File: src/rtl/airi5c_fdiv_sched.sv
// Round-robin scheduler sharing one iterative FP div/sqrt unit between two requesters.
// Special operands are answered directly; everything else is sequenced through the unit.
module airi5c_fdiv_sched #(
    parameter int unsigned UNIT_TIMEOUT = 64
) (
    input  logic       clk,
    input  logic       reset,
    input  logic       kill,
    input  logic [1:0] req_valid,
    input  logic [1:0] req_op,
    input  logic [9:0] req_a_cls,
    input  logic [9:0] req_b_cls,
    output logic [1:0] req_ready,
    output logic       unit_start,
    output logic       unit_op,
    output logic       unit_owner,
    output logic       unit_kill,
    input  logic       unit_done,
    output logic [1:0] resp_valid,
    output logic       resp_special,
    output logic [1:0] resp_code,
    output logic       resp_nv,
    output logic       resp_dz,
    output logic       busy,
    output logic       timeout_err
);

    typedef enum logic [2:0] {
        S_IDLE,
        S_SPECIAL,
        S_START,
        S_WAIT,
        S_RESP
    } state_t;

    state_t     state_q, state_d;
    logic       rr_last_q, rr_last_d;
    logic       owner_q, owner_d;
    logic       op_q, op_d;
    logic [1:0] code_q, code_d;
    logic       nv_q, nv_d;
    logic       dz_q, dz_d;
    logic       tmo_q, tmo_d;
    logic [7:0] timer_q, timer_d;
    logic       timeout_err_q, timeout_err_d;

    logic       gnt_idx;
    logic       sel_op;
    logic [4:0] sel_a, sel_b;
    logic       a_nan, b_nan;
    logic       cls_special;
    logic [1:0] cls_code;
    logic       cls_nv, cls_dz;
    logic       unused_b_sgn;

    // With both requesting, the one not served last wins.
    assign gnt_idx      = (req_valid == 2'b11) ? ~rr_last_q : req_valid[1];
    assign sel_op       = gnt_idx ? req_op[1] : req_op[0];
    assign sel_a        = gnt_idx ? req_a_cls[9:5] : req_a_cls[4:0];
    assign sel_b        = gnt_idx ? req_b_cls[9:5] : req_b_cls[4:0];
    assign unused_b_sgn = sel_b[4];
    assign a_nan        = sel_a[3] | sel_a[2];
    assign b_nan        = sel_b[3] | sel_b[2];

    // Class bits: [4]=sgn [3]=sNaN [2]=qNaN [1]=inf [0]=zero
    always_comb begin
        cls_special = 1'b1;
        cls_code    = 2'b00;
        cls_nv      = 1'b0;
        cls_dz      = 1'b0;
        if (!sel_op) begin
            if (a_nan || b_nan) begin
                cls_code = 2'b01;
                cls_nv   = sel_a[3] | sel_b[3];
            end else if ((sel_a[1] && sel_b[1]) || (sel_a[0] && sel_b[0])) begin
                cls_code = 2'b01;
                cls_nv   = 1'b1;
            end else if (sel_a[1]) begin
                cls_code = 2'b10;
            end else if (sel_b[0]) begin
                cls_code = 2'b10;
                cls_dz   = 1'b1;
            end else if (sel_a[0] || sel_b[1]) begin
                cls_code = 2'b11;
            end else begin
                cls_special = 1'b0;
            end
        end else begin
            if (a_nan) begin
                cls_code = 2'b01;
                cls_nv   = sel_a[3];
            end else if (sel_a[0]) begin
                cls_code = 2'b11;
            end else if (sel_a[4]) begin
                cls_code = 2'b01;
                cls_nv   = 1'b1;
            end else if (sel_a[1]) begin
                cls_code = 2'b10;
            end else begin
                cls_special = 1'b0;
            end
        end
    end

    always_comb begin
        state_d       = state_q;
        rr_last_d     = rr_last_q;
        owner_d       = owner_q;
        op_d          = op_q;
        code_d        = code_q;
        nv_d          = nv_q;
        dz_d          = dz_q;
        tmo_d         = tmo_q;
        timer_d       = timer_q;
        timeout_err_d = timeout_err_q;
        req_ready     = '0;
        unit_start    = 1'b0;
        unit_kill     = 1'b0;
        resp_valid    = '0;
        resp_special  = 1'b0;
        resp_code     = 2'b00;
        resp_nv       = 1'b0;
        resp_dz       = 1'b0;

        case (state_q)
            S_IDLE: begin
                if (|req_valid) begin
                    req_ready[gnt_idx] = 1'b1;
                    owner_d            = gnt_idx;
                    op_d               = sel_op;
                    rr_last_d          = gnt_idx;
                    code_d             = cls_code;
                    nv_d               = cls_nv;
                    dz_d               = cls_dz;
                    tmo_d              = 1'b0;
                    state_d            = cls_special ? S_SPECIAL : S_START;
                end
            end
            S_SPECIAL: begin
                resp_valid[owner_q] = 1'b1;
                resp_special        = 1'b1;
                resp_code           = code_q;
                resp_nv             = nv_q;
                resp_dz             = dz_q;
                state_d             = S_IDLE;
            end
            S_START: begin
                unit_start = 1'b1;
                timer_d    = '0;
                state_d    = S_WAIT;
            end
            S_WAIT: begin
                timer_d = timer_q + 8'd1;
                if (unit_done) begin
                    state_d = S_RESP;
                end else if (timer_q == 8'(UNIT_TIMEOUT - 1)) begin
                    unit_kill     = 1'b1;
                    timeout_err_d = 1'b1;
                    tmo_d         = 1'b1;
                    state_d       = S_RESP;
                end
            end
            S_RESP: begin
                resp_valid[owner_q] = 1'b1;
                resp_code           = tmo_q ? 2'b01 : 2'b00;
                resp_nv             = tmo_q;
                state_d             = S_IDLE;
            end
            default: state_d = S_IDLE;
        endcase

        // A flush discards everything decided above except the abort to the unit.
        if (kill) begin
            state_d       = S_IDLE;
            rr_last_d     = rr_last_q;
            owner_d       = owner_q;
            op_d          = op_q;
            code_d        = code_q;
            nv_d          = nv_q;
            dz_d          = dz_q;
            tmo_d         = tmo_q;
            timeout_err_d = timeout_err_q;
            req_ready     = '0;
            unit_start    = 1'b0;
            resp_valid    = '0;
            resp_special  = 1'b0;
            resp_code     = 2'b00;
            resp_nv       = 1'b0;
            resp_dz       = 1'b0;
            unit_kill     = (state_q == S_START) || (state_q == S_WAIT);
        end

        if (reset) begin
            req_ready    = '0;
            unit_start   = 1'b0;
            unit_kill    = 1'b0;
            resp_valid   = '0;
            resp_special = 1'b0;
            resp_code    = 2'b00;
            resp_nv      = 1'b0;
            resp_dz      = 1'b0;
        end
    end

    always_ff @(posedge clk) begin
        if (reset) begin
            state_q       <= S_IDLE;
            rr_last_q     <= 1'b1;
            owner_q       <= 1'b0;
            op_q          <= 1'b0;
            code_q        <= 2'b00;
            nv_q          <= 1'b0;
            dz_q          <= 1'b0;
            tmo_q         <= 1'b0;
            timer_q       <= '0;
            timeout_err_q <= 1'b0;
        end else begin
            state_q       <= state_d;
            rr_last_q     <= rr_last_d;
            owner_q       <= owner_d;
            op_q          <= op_d;
            code_q        <= code_d;
            nv_q          <= nv_d;
            dz_q          <= dz_d;
            tmo_q         <= tmo_d;
            timer_q       <= timer_d;
            timeout_err_q <= timeout_err_d;
        end
    end

    assign unit_op     = op_q;
    assign unit_owner  = owner_q;
    assign busy        = (state_q != S_IDLE);
    assign timeout_err = timeout_err_q;

endmodule

File: config.mk
export PLATFORM = sky130hd
export DESIGN_NAME = airi5c_fdiv_sched
export DESIGN_NICKNAME = d
export VERILOG_FILES = /design/src/rtl/airi5c_fdiv_sched.sv
export SDC_FILE = /design/constraint.sdc
export NUM_CORES = 1
export LEC_CHECK = 0
export CAP_MARGIN = 20
export CORE_MARGIN = 2
export CORE_UTILIZATION = 46
export CTS_BUF_LIST = sky130_fd_sc_hd__clkbuf_2
export DETAILED_ROUTE_END_ITERATION = 8
export GPL_TIMING_DRIVEN = 0
export PLACE_DENSITY_LB_ADDON = 0.25
export RECOVER_POWER = 50
export SLEW_MARGIN = 20
export SYNTH_ARGS = -nofsm -noshare
export SYNTH_HDL_FRONTEND = slang
export SYNTH_SLANG_ARGS = --single-unit
File: constraint.sdc
create_clock -name clk -period 4.5 [get_ports clk]
set_input_delay 0.675 -clock clk [delete_from_list [all_inputs] [get_ports clk]]
set_output_delay 0.675 -clock clk [all_outputs]
set_load 0.02 [all_outputs]
## After elaboration in Yosys (flattened, before gate mapping)

Index checks and enable logic that the tools add are counted.

| operators by class | value |
|---|---|
| add/subtract/negate cells | 1 |
| $lt $le $gt $ge | 4 |
| equal/unequal tests | 10 |
| multiplexer cells | 77 |
| bitwise logic cells | 6 |
| reduce and logical (&&, ||, !) cells | 19 |

Operators with widths:

| operator | count |
|---|---|
| $mux W1 | 45 |
| $mux W2 | 20 |
| $pmux W8 S2 | 1 |
| $mux W3 | 3 |
| $pmux W3 S3 | 1 |
| $add A8 B1 Y8 const B | 1 |
| $eq A8 B6 Y1 const B | 1 |
| $eq A3 B2 Y1 const B | 2 |
| $ne A2 B2 Y1 const B | 3 |
| $reduce_or A2 Y1 | 3 |
| $mux W5 | 1 |
| $reduce_and A5 Y1 | 1 |
| $logic_and A1 B1 Y1 | 4 |
| $logic_or A1 B1 Y1 | 4 |
| $lt A1 B2 Y1 const B | 2 |
| $mux W4 | 1 |
| $pmux W1 S2 | 2 |
| $pmux W2 S2 | 1 |
| $reduce_and A4 Y1 | 1 |
| $reduce_bool A2 Y1 | 2 |
| $eq A3 B1 Y1 const B | 1 |
| $eq A3 B3 Y1 const B | 1 |
| $logic_not A3 Y1 | 1 |
| $ne A3 B3 Y1 const B | 1 |
| 8 further kinds | 14 |

| word-level totals | value |
|---|---|
| flip-flop bits (word level) | 20 |
| logic and storage cells | 127 |

## Logic depth before layout (Yosys ltp)

| logic depth | value |
|---|---|
| word-level depth | 13 |
| gate-level depth with buffers | 6 |
| depth with buffers taken out | 6 |

## Worst setup path before layout

Ideal clock, no wire load.

| timing path | value |
|---|---|
| path kind | input to output |
| start point | input port req_valid[1] |
| end point | output port req_ready[1] |
| data arrival time | 1,745 ps |
| required time | 3,825 ps |
| path slack | 2,080 ps |
| cell stages on the path | 3 |
| path through | a21bo_2 -> clkbuf_1 -> nor4_1 |

| between the ends | value |
|---|---|
| word-level cells in the longest chain between the ends | 10 |

Ends and longest elaborated chain:

| element | RTL line | RTL |
|---|---|---|
| from (decl) | 9 | `input logic [1:0] req_valid,` |
| $eq A2 B2 Y1 | 57 | `assign gnt_idx = (req_valid == 2'b11) ? ~rr_last_q : req_valid[1];` |
| $mux W1 | 57 |  |
| $lt A1 B2 Y1 (implied by the code) / $ge A1 B1 Y1 (equally long branches) | 128 | `req_ready[gnt_idx] = 1'b1;` |
| $logic_and A1 B1 Y1 (implied by the code) | 128 |  |
| $mux W1 (implied by the code) | 128 |  |
| $demux W1 S1 | 128 |  |
| $mux W2 (*) | 127 | `if (\|req_valid) begin` |
| $mux W2 (*) | 125 | `case (state_q)` |
| $mux W2 (*) | 173 | `if (kill) begin` |
| $mux W2 (*) | 193 | `if (reset) begin` |
| to (decl) | 13 | `output logic [1:0] req_ready,` |

Every way passes the cells marked *; elsewhere a longest branch is shown, timed or not.

## Worst setup path in the final report

| timing path | value |
|---|---|
| start point | input port kill |
| end point | output port req_ready[0] |

| between the ends | value |
|---|---|
| word-level cells in the longest chain between the ends | 2 |

Ends and longest elaborated chain:

| element | RTL line | RTL |
|---|---|---|
| from (decl) | 8 | `input logic kill,` |
| $mux W2 | 173 |  |
| $mux W2 | 193 |  |

Every way passes these cells.

==> results.md <==
- finished, final reports clean — run status
- no — RSZ-0062 raised after global routing
- 0.64 ns — largest incremental delay on the critical path
- clkdlybuf4s50_1, nor4_1, o21ai_1, nor3_1, clkdlybuf4s50_1 — critical path cell sequence
- 5 — TritonRoute pass-1 iters
- 40 — number of buffers inserted by port buffering
- 57.92 um — die width
- 229.7 nW/um^2 — power density over cell area
- 48 — Synth cell types
- 29.93% — post-synth top area share
- 6.306% — fraction of layout instances using a drive strength above 1
- 6548 um — wire length of the first global-routing pass
- 0.8830 — routability congestion estimate from global placement
- 43 — total I/O pin count
- 6.186 — Via density
- 19 — standard-cell row count
- sky130_fd_sc_hd__clkbuf_2 — CTS root buffer
- 31.90% — met1 routing resource usage after global routing
- in2out — critical setup path kind
- 5 — Stages on worst setup path
- 178 — Gate Count Post-Synth
- 0 — final setup violation count
- 57.92 um — height of the chip
- 0 — count of cells resized by post-cts repair
- sky130_fd_sc_hd__dfxtp_1 30%, sky130_fd_sc_hd__a21oi_1 7.5%, sky130_fd_sc_hd__nor2_1 6.2% — Area contributors post-synth
- met2 — GRT busiest layer
- 883.3 um^2 — multi-input combinational cell area
- 3.796 ns — final period demand of the worst path
- 24.99% — All-Layer GR Usage
- 207 — syn nets
- 263.4 MHz — Max Clk Rate
- 400.4 um^2 — FF/Latch Area
- 0 — diode count
- 0.6912 ns — slew of the pin with the lowest slew margin
- 13 — maximum number of pins on one net before global-route repair
- 7.514 um^2 — Syn Area/Cell
- 3.83 ns — critical path data required time
- 3982 um — DRT Wirelength
- 1465 — number of global-route vias before repair
- 1338 um^2 — Post-Synthesis Cell Area
- 0 — remaining routing DRC violations
- 3.12 ns — signal arrival time at the worst endpoint
- sky130_fd_sc_hd__clkdlybuf4s50_1 — slowest cell on the critical path
- 252 — net count of the finished layout
- 2 — number of cells on the worst hold path
- 0 — Post-CTS Repair Setup Buffers
- 249 — placed cell count
- 0.22 ns — clock-pin slew reported for the worst setup and hold paths after clock tree synthesis
- sky130_fd_sc_hd__dfxtp_1 — post-synthesis cell type with the largest combined area
- 3355 um^2 — floorplan die area
- 3 — number of buffers created by CTS
- 0 — Yosys Warn Count
- 53.49% — normalized max-slew margin
- 1 — maximum level of the CTS H-tree
- 0.6055 nW — LEAKAGE
- 5.134% — met3 usage
- 0 — total grt overflow
- 0.01938 ns — Clock Skew
- 29.93% — sequential cell area fraction in the yosys report
- 34.99% — synthesis-to-finish area growth
- 2 — Worst Path Buf+Inv
- 0 — final slew viol count
- reg2reg — min-delay worst type
- 2758 um^2 — Core Region
- 41.88% — Global Route met2 Usage
- 2 — Clock Path Buffers
- 0 — DRT antenna net count
- 3051 um — placed wire-length estimate after detailed placement
- 1565 — total vias in the final route
- 5 — cells on worst reg2reg path
- 253 — Final Non-Filler Cells
- 20 — clock sink count
- 0 — number of violations of the max-capacitance limit
- output port — kind of end point of the critical path
- 0.2674 mV — maximum resistive drop on vdd
- 0 — number of antenna violations at the first check in global routing
- 0 ns — Total Neg Setup Slack
- 48.50% — initial cell density of the core
- 20 — number of register bits inferred by synthesis
- buffers and inverters — Top Family by Delay on Critical Path
- 84.35% — part of the cycle the worst path needs
- 94 — drt initial violations
- 0 — number of buffers added to fix hold violations after cts
- built — CTS tree
- input port — startpoint kind of the worst setup timing path
- 0 — number of hold violations in the final report
- 15.74 um — wire length per cell after detailed routing
- 0.34 ns — Worst-Skew Late Latency
- 8 — Crit Path Max Fanout
- sky130_fd_sc_hd__clkdlybuf4s50_1 — Top cell by count, worst path
- 252 — Filler Cell Count
-- through the flow --
step | power [mW] | worst slack [ns] | util (%) | hold slack [ns] | cell area, um^2
6_report | 0.4147 | 0.7042 | 65.47 | 0.4609 | 1805
5_1_grt | 0.4290 | 0.5368 | 65.47 | 0.4889 | 1805
4_1_cts | 0.4160 | 1.116 | 66.06 | 0.4659 | 1822
3_5_place_dp | 0.2807 | 1.143 | 64.43 | 0.4405 | 1777
3_3_place_gp | 0.2783 | 1.153 | 64.43 | 0.4375 | 1777
2_1_floorplan | 0.2330 | 2.080 | - | 0.4317 | 1338
-- where the power goes --
| group | total, mW | switching [mW] | internal, mW |
|---|---|---|---|
| Clock | 0.137 | 0.0608 | 0.0767 |
| Combinational | 0.0920 | 0.0490 | 0.0430 |
| Sequential | 0.185 | 0.00302 | 0.182 |
| Total | 0.415 | 0.113 | 0.302 |
-- final timing paths --
path,start,end,slack [ns]
worst min-delay path,timeout_err$_SDFFE_PP0P_,timeout_err$_SDFFE_PP0P_,0.46
worst min register to register,timeout_err$_SDFFE_PP0P_,timeout_err$_SDFFE_PP0P_,0.46
worst max-delay path,kill,req_ready[0],0.70
worst max register to register,state_q[2]$_SDFFE_PP0P_,dz_q$_SDFFE_PP0P_,2.24
-- registers in the layout, summed over array words and instances, names as in the netlist --
| register | flops |
|---|---|
| timer_q | 8 |
| state_q | 3 |
| code_q | 2 |
| dz_q | 1 |
| nv_q | 1 |
| rr_last_q | 1 |
| timeout_err | 1 |
| tmo_q | 1 |
| unit_op | 1 |
| unit_owner | 1 |
-- cells in the mapped netlist (all sizes together) --
master and number:
nor2 22, a21oi 20, dfxtp 20, nand2 19, nor3 12, nor4 7, nand3 6, a22oi 5
nand2b 5, o21ai 5, a211oi 4, nand3b 4, or2 4, a21boi 3, clkbuf 3, inv 3
mux2 3, nor2b 3, a31oi 2, and2 2, and3 2, buf 2, mux2i 2, o31ai 2
o41ai 2, a21bo 1, a221oi 1, a41oi 1, and2b 1, and3b 1, ha 1, nand4 1
nor3b 1, o21a 1, o21bai 1, o22ai 1, o2bb2ai 1, o311ai 1, or4 1, or4b 1
xnor2 1
-- worst register-to-register path: cells and delay by family (launching register included) --
| kind | cells | cell delay (ns) |
|---|---|---|
| buffers and inverters | 1 | 0.13 |
| DFF | 1 | 0.35 |
| and+or+nand+nor | 2 | 1.21 |
| AOI/OAI and AO/OA | 2 | 0.53 |
-- per-layer routing --
layer | share of wire (%) | routed length [um]
met1 | 43 | 1727
met2 | 49 | 1938
met3 | 6.7 | 268
met4 | 1.2 | 47
met5 | 0 | 0
-- placed cells by master (no fill, tap or decap), types with 3 or more instances in the layout --
| master | synthesis | layout |
|---|---|---|
| sky130_fd_sc_hd__nand2b_1 | 5 | 5 |
| sky130_fd_sc_hd__nor2_1 | 22 | 22 |
| sky130_fd_sc_hd__or2_2 | 3 | 3 |
| sky130_fd_sc_hd__a211oi_1 | 4 | 4 |
| sky130_fd_sc_hd__clkbuf_2 | 0 | 3 |
| sky130_fd_sc_hd__o21ai_0 | 4 | 4 |
| sky130_fd_sc_hd__nor3_1 | 12 | 12 |
| sky130_fd_sc_hd__a21oi_1 | 20 | 20 |
| sky130_fd_sc_hd__nand3b_1 | 4 | 4 |
| sky130_fd_sc_hd__nand3_1 | 6 | 6 |
| sky130_fd_sc_hd__inv_1 | 3 | 3 |
| sky130_fd_sc_hd__a22oi_1 | 5 | 5 |
| sky130_fd_sc_hd__clkdlybuf4s50_1 | 0 | 36 |
| sky130_fd_sc_hd__nor2b_1 | 3 | 3 |
| sky130_fd_sc_hd__clkbuf_1 | 3 | 4 |
| sky130_fd_sc_hd__dlygate4sd3_1 | 0 | 4 |
| sky130_fd_sc_hd__dfxtp_1 | 20 | 20 |
| sky130_fd_sc_hd__nand2_1 | 19 | 19 |
| sky130_fd_sc_hd__nor4_1 | 4 | 5 |
-- logic make-up after synthesis --
kind of cell / share of synthesized area (%)
and+or+nand+nor: 36.86
AOI/OAI and AO/OA: 24.70
DFF: 29.93
buffers and inverters: 2.899
muxes: 4.022
xor gates and xnor gates: 0.6549
adders and majority gates: 0.9353
-- layout make-up --
cell class              instances  area share, %
clock buffers                   3         0.8316
inverters                       3         0.6237
multi-input cells             150          48.93
clock inverters                 1          1.663
well taps                      31          2.148
plain buffers                   5          1.455
repair buffers                 40          22.18
flip-flops and latches         20          22.18
Power figures use the tool's default switching activity.
